--- config.mk ---
export PLATFORM = sky130hd
export DESIGN_NAME = input_debouncer
export DESIGN_NICKNAME = d
export VERILOG_FILES = /design/src/rtl/input_debouncer.sv
export SDC_FILE = /design/constraint.sdc
export NUM_CORES = 1
export LEC_CHECK = 0
export ABC_AREA = 1
export BUFFER_PORTS_ARGS = -buffer_cell sky130_fd_sc_hd__buf_2
export CORE_AREA = 2 2 39 41
export DETAILED_ROUTE_END_ITERATION = 7
export DIE_AREA = 0 0 41 43
export PLACE_DENSITY = 0.48
export SKIP_LAST_GASP = 1
export SYNTH_ARGS = -nofsm -noshare
export SYNTH_HDL_FRONTEND = slang
export SYNTH_SLANG_ARGS = --single-unit
export TNS_END_PERCENT = 30
--- constraint.sdc ---
create_clock -name clk -period 1.4 [get_ports clk]
set_input_delay 0.07 -clock clk [delete_from_list [all_inputs] [get_ports clk]]
set_output_delay 0.07 -clock clk [all_outputs]
set_load 0.005 [all_outputs]
--- src/rtl/input_debouncer.sv ---
// Synchronizes and debounces a bouncy asynchronous level; commits a change only after
// DEBOUNCE_CYCLES stable samples. Optional glitch counter under DEBOUNCE_GLITCH_CNT_EN.
module input_debouncer #(
    parameter int unsigned DEBOUNCE_CYCLES = 16,
    parameter int unsigned SYNC_STAGES     = 2
) (
    input  logic       clk,
    input  logic       reset,
    input  logic       raw_i,
    output logic       data_o,
    output logic       busy_o
`ifdef DEBOUNCE_GLITCH_CNT_EN
    ,
    output logic [7:0] glitch_cnt_o
`endif
);

    localparam int unsigned CntW = $clog2(DEBOUNCE_CYCLES);
    localparam logic [CntW-1:0] CntLast = CntW'(DEBOUNCE_CYCLES - 1);

    // Bit 1 is the committed level, bit 0 marks a pending change.
    typedef enum logic [1:0] {
        StStableLow  = 2'b00,
        StRisePend   = 2'b01,
        StStableHigh = 2'b10,
        StFallPend   = 2'b11
    } state_e;

    logic [SYNC_STAGES-1:0] sync_q;
    logic                   s;
    state_e                 state_q, state_d;
    logic [CntW-1:0]        cnt_q, cnt_d;
    logic                   glitch_evt;

    always_ff @(posedge clk or posedge reset) begin
        if (reset) begin
            sync_q <= '0;
        end else begin
            sync_q <= {sync_q[SYNC_STAGES-2:0], raw_i};
        end
    end

    assign s = sync_q[SYNC_STAGES-1];

    always_ff @(posedge clk or posedge reset) begin
        if (reset) begin
            state_q <= StStableLow;
            cnt_q   <= '0;
        end else begin
            state_q <= state_d;
            cnt_q   <= cnt_d;
        end
    end

    always_comb begin
        state_d    = state_q;
        cnt_d      = '0;
        glitch_evt = 1'b0;
        unique case (state_q)
            StStableLow: begin
                if (s) begin
                    state_d = StRisePend;
                    cnt_d   = CntW'(1);
                end
            end
            StRisePend: begin
                if (!s) begin
                    state_d    = StStableLow;
                    glitch_evt = 1'b1;
                end else if (cnt_q == CntLast) begin
                    state_d = StStableHigh;
                end else begin
                    cnt_d = cnt_q + 1'b1;
                end
            end
            StStableHigh: begin
                if (!s) begin
                    state_d = StFallPend;
                    cnt_d   = CntW'(1);
                end
            end
            StFallPend: begin
                if (s) begin
                    state_d    = StStableHigh;
                    glitch_evt = 1'b1;
                end else if (cnt_q == CntLast) begin
                    state_d = StStableLow;
                end else begin
                    cnt_d = cnt_q + 1'b1;
                end
            end
            default: begin
                state_d = StStableLow;
            end
        endcase
    end

    // Outputs decode the state register only, so there is no path from raw_i or s.
    always_comb begin
        data_o = (state_q == StStableHigh) || (state_q == StFallPend);
        busy_o = (state_q == StRisePend) || (state_q == StFallPend);
    end

`ifdef DEBOUNCE_GLITCH_CNT_EN
    logic [7:0] glitch_q;

    always_ff @(posedge clk or posedge reset) begin
        if (reset) begin
            glitch_q <= '0;
        end else if (glitch_evt && (glitch_q != 8'hFF)) begin
            glitch_q <= glitch_q + 8'd1;
        end
    end

    assign glitch_cnt_o = glitch_q;
`else
    logic unused_glitch_evt;
    assign unused_glitch_evt = glitch_evt;
`endif

endmodule

## Yosys cells after proc, flatten, opt, wreduce, memory -nomap -nowiden

Cells that the tools add are included.

- Latch bits: 0
- Memory bits (read-only): 0
- Output and inout port bits: 2
- Bits of input ports: 3
- Word-level logic and storage cells: 29
- Register bits after elaboration: 8
- Memory bits (writable): 0
- Memories kept: 0

- Div/mod/pow operators: 0
- Magnitude comparators: 0
- Muxes and demuxes: 13
- Bitwise gates (word level): 0
- Reduce and logical (&&, ||, !) cells: 4
- Multipliers: 0
- Equality and inequality tests: 8
- Shift operators: 0
- Add/sub/neg operators: 1

Operators by type and width:

| kind | number |
|---|---|
| $pmux 4 s4 | 1 |
| $mux 2 | 6 |
| $mux 4 | 3 |
| $pmux 2 s4 | 1 |
| $ne 3x3->1 const B | 2 |
| $add 4x1->4 const B | 1 |
| $eq 2x2->1 const B | 2 |
| $eq 4x4->1 const B | 1 |
| $ne 2x2->1 const B | 2 |
| $reduce_and 4->1 | 1 |
| $eq 2x1->1 const B | 1 |
| $logic_not 2->1 | 1 |
| $logic_or 1x1->1 | 2 |
| $mux 1 | 2 |

## Longest topological paths before layout

- Depth in word-level cells: 4
- Gate-level depth with buffers: 5
- Mapped depth without buffers: 5

## Worst setup path before layout

No wires, ideal clock.

- Path kind: flip-flop to flip-flop
- Start point: register cnt_q[0]
- End point: register state_q[0]
- Buffers on the path: 0
- Path slack: 0.372 ns
- Stages on the path, launching flop included: 5
- Clock period less this slack: 1.028 ns
- Library setup time: 0.088 ns
- Required time: 1.312 ns
- Arrival time: 0.940 ns
- Cells stage by stage: dfrtp_1 ha_1 nand3_1 nor2_1 nor3b_1

- Longest elaborated chain between the ends: 3
- Elaborated cells between the ends (all ways): 4
- Those cells by class: 3 x eq/ne; 1 x reduce/logical

RTL lines:

| item | line | RTL |
|---|---|---|
| from (decl) | 32 | `logic [CntW-1:0] cnt_q, cnt_d;` |
| from (signal assigned) | 51 | `cnt_q <= cnt_d;` |
| $eq 4x4->1 * | 70, 86 |  |
| $ne 3x3->1 (no source line) | n/a |  |
| $reduce_and 4->1 (no source line) * | n/a |  |
| to (signal assigned) | 47 | `state_q <= StStableLow;` |
| to (signal assigned) | 50 | `state_q <= state_d;` |
| to (decl) | 31 | `state_e state_q, state_d;` |

Mark *: on every way between the ends. The rest lies on a longest branch, timed or not.
A chain may end at the register's enable or synchronous reset.

## Final worst setup path

Same ends and word-level chain as after synthesis.

==> results by group <==
Critical path
  – Critical Path RT: 1560 ps
  – Reg2reg end: state_q[0]
  – Startpoint types: register
  – Worst flop-to-flop path startpoint: cnt_q[0]
  – Crit path DAT: about 1300 ps
  – Crit path max fanout: 4
  – Crit end category: register
  – Crit path kind: register to register
  – Worst R2R Path Depth: 4
  – CP Launch Point: cnt_q[0]
  – R2R Setup Slk: 260 ps

Yosys
  – Synth Area in XOR/XNOR: 5.00%
  – #FFs+latches synth: 8
  – YS warnings: 0
  – Avg Synthesized Cell Area: approximately 9.5 µm²
  – Post-synthesis compound-gate area fraction: 3.93%
  – Library cells used by synthesis: 15
  – Mapped Cells: 37
  – Post-synthesis adder-cell area fraction: 3.57%
  – Post-synthesis sequential area ratio: a little under three fifths
  – Largest family of logic cells by synthesized area: simple AND/OR/NAND/NOR gates
  – Mux cell area share after synthesis: 0%
  – Simple-Gate Fraction of Synth Area: between 20 and 25%
  – Area of the mapped netlist: 350 µm²
  – Synthesized Nets: between 40 and 50

Routing
  – Routed WL per cell: 8.83 µm
  – Number of detailed-route iterations in the first pass: 2
  – Antenna-violating nets left: 0
  – Via density: 4.17
  – Final wirelength: 530 µm
  – DR DRC count: 0
  – DRT iter0 DRCs: 3
  – Routed vias: 250

Timing
  – RSZ-0062 raised after global routing: false
  – Final hold vios: 0
  – Slew headroom: 79.8%
  – Least-Margin Pin Slew: 302 ps
  – Crit share post-route: about four fifths
  – Clk_skew: 3.54 ps
  – Setup violations, final: 0
  – Crit path time final: 1140 ps
  – Fmax: 878 MHz
  – WHS: 310 ps
  – Fin. max-slew vios: 0
  – Total negative slack: 0 ps

Finish
  – FILL cells: 152
  – Ant diodes: 0
  – Storage element area: 200 µm²
  – Ratio of cells with drive above 1 in the final layout: about 23%
  – Area growth syn-to-layout: 21.4%
  – Multi-input gate area: between 100 and 150 µm²
  – Fin area: 425 µm²
  – Final net count: 50

Clock tree
  – CTS clock-pin slew for the worst setup and hold paths: 50 ps
  – Clock Sinks: 8
  – Post-CTS Resized: 0
  – H-tree depth: 1
  – Clk_lat worst skew: 240 ps
  – Clock root cell: clkbuf_4
  – Number of buffers created by CTS: 3
  – TritonCTS clock tree: yes
  – Max Buffers Root-to-Sink: 2

Floorplan
  – I/O pins: 5
  – Die width: around 41 µm
  – Initial Util: 25.3%
  – Die footprint: 0.00176 mm²
  – Die Height: 43 µm
  – # rows: 14
  – Core area: 0.00138 mm²

Run
  – Max cap viols: 0

Global routing
  – Global Route Usage Sum: 8.14%
  – GRT overflow: 0
  – Largest net degree at the start of global routing: 9
  – Initial antenna violation count: 0
  – Global-route wire length before repair: 903 µm
  – Vias in the first global route: 234

Worst hold path
  – Worst hold-check path type: input port to async pin

Power and ir drop
  – PwrDens: 1060 mW/mm²
  – VDD IR max: 567 µV
  – Leak: 0.000216 µW

Placement
  – Placed cell area: about 380 µm²
  – Final RePlAce weighted congestion: 0.777
  – Number of port buffers: 4
  – Final HPWL DP: 395 µm

Outcome
  – Status: finished, final reports clean
==> power breakdown <==
part           total, µW  switching [µW]  internal [µW]
clock network        168            70.5           97.6
registers            247            6.37            240
logic               34.1            18.6           15.6
total                449            95.5            354
==> layout make-up <==
cell class | instances | area share, %
sequential | 8 | 47.1
multi-input combinational | 22 | 29.1
timing repair buffer | 6 | 9.41
clock buffer | 3 | 5.29
inverter | 5 | 4.41
tap | 16 | 4.71
==> cells in the final DEF (no fill, tap or decap), drive strengths merged <==
master       netlist  layout
ha                 1       1
clkbuf             2       3
nor3b              1       1
xnor2              1       1
inv                5       5
a21oi              1       1
nor3               1       1
dfrtp              8       8
dlygate4sd3        0       2
o21ai              1       1
nor2               6       6
nand3              3       3
nand2              6       6
xor2               1       1
buf                0       4
==> cell families after synthesis <==
| logic type | after synthesis |
|---|---|
| AO/OA/AOI/OAI | 2 |
| XOR/XNOR | 2 |
| adder cells (fa/ha/maj) | 1 |
| buffers and inverters | 7 |
| flip-flops | 8 |
| AND/OR/NAND/NOR | 17 |
==> through the flow <==
step	power, µW	utilization (%)	setup slack, ps	cells
final	449	30.7	261	60
after global routing	480	30.7	163	60
after CTS	463	30.7	249	60
after detailed placement	281	27.7	267	55
after global placement	281	27.7	285	55
after floorplan	272	-	372	37
==> timing repair <==
| item | 4_1_cts | 5_1_grt |
|---|---|---|
| endpoints found under the hold margin | 9 | 0 |
| buffers inserted | 0 | 0 |
| hold buffers | 2 | 0 |
==> cells in the mapped netlist <==
master / number / area (µm²)
ha_1: 1 / 12.5
dfrtp_1: 8 / 200
xnor2_1: 1 / 8.76
nand3_1: 2 / 10.0
o21ai_0: 1 / 5.00
clkbuf_1: 2 / 7.51
nor3_1: 1 / 5.00
nor2_1: 5 / 18.8
nor3b_1: 1 / 7.51
inv_1: 5 / 18.8
nor2_2: 1 / 6.26
nand2_1: 6 / 22.5
xor2_1: 1 / 8.76
a21oi_2: 1 / 8.76
nand3_2: 1 / 10.0
==> worst max path at each step <==
stage	endpoint	slack (ps)
finish	state_q[0]	260
global route	state_q[0]	160
CTS	state_q[0]	250
detailed placement	state_q[0]	270
global placement	state_q[0]	280
floorplan	state_q[0]	370
==> worst max-delay path: stages, from the launching register on <==
cell	delay (ps)
dfrtp_1	390
ha_1	220
nand3_1	170
nor2_1	80
nor3b_1	190
==> layer usage <==
metal | part of all wire [%] | GRT usage (%) | wire length (µm)
met3 | 2.8 | 3.14 | 15
met1 | 49 | 11.1 | 261
met5 | 0 | 0 | 0
met4 | 0 | 6.00 | 0
met2 | 48 | 10.0 | 254
Note: power is estimated with default switching activity, not from simulation.
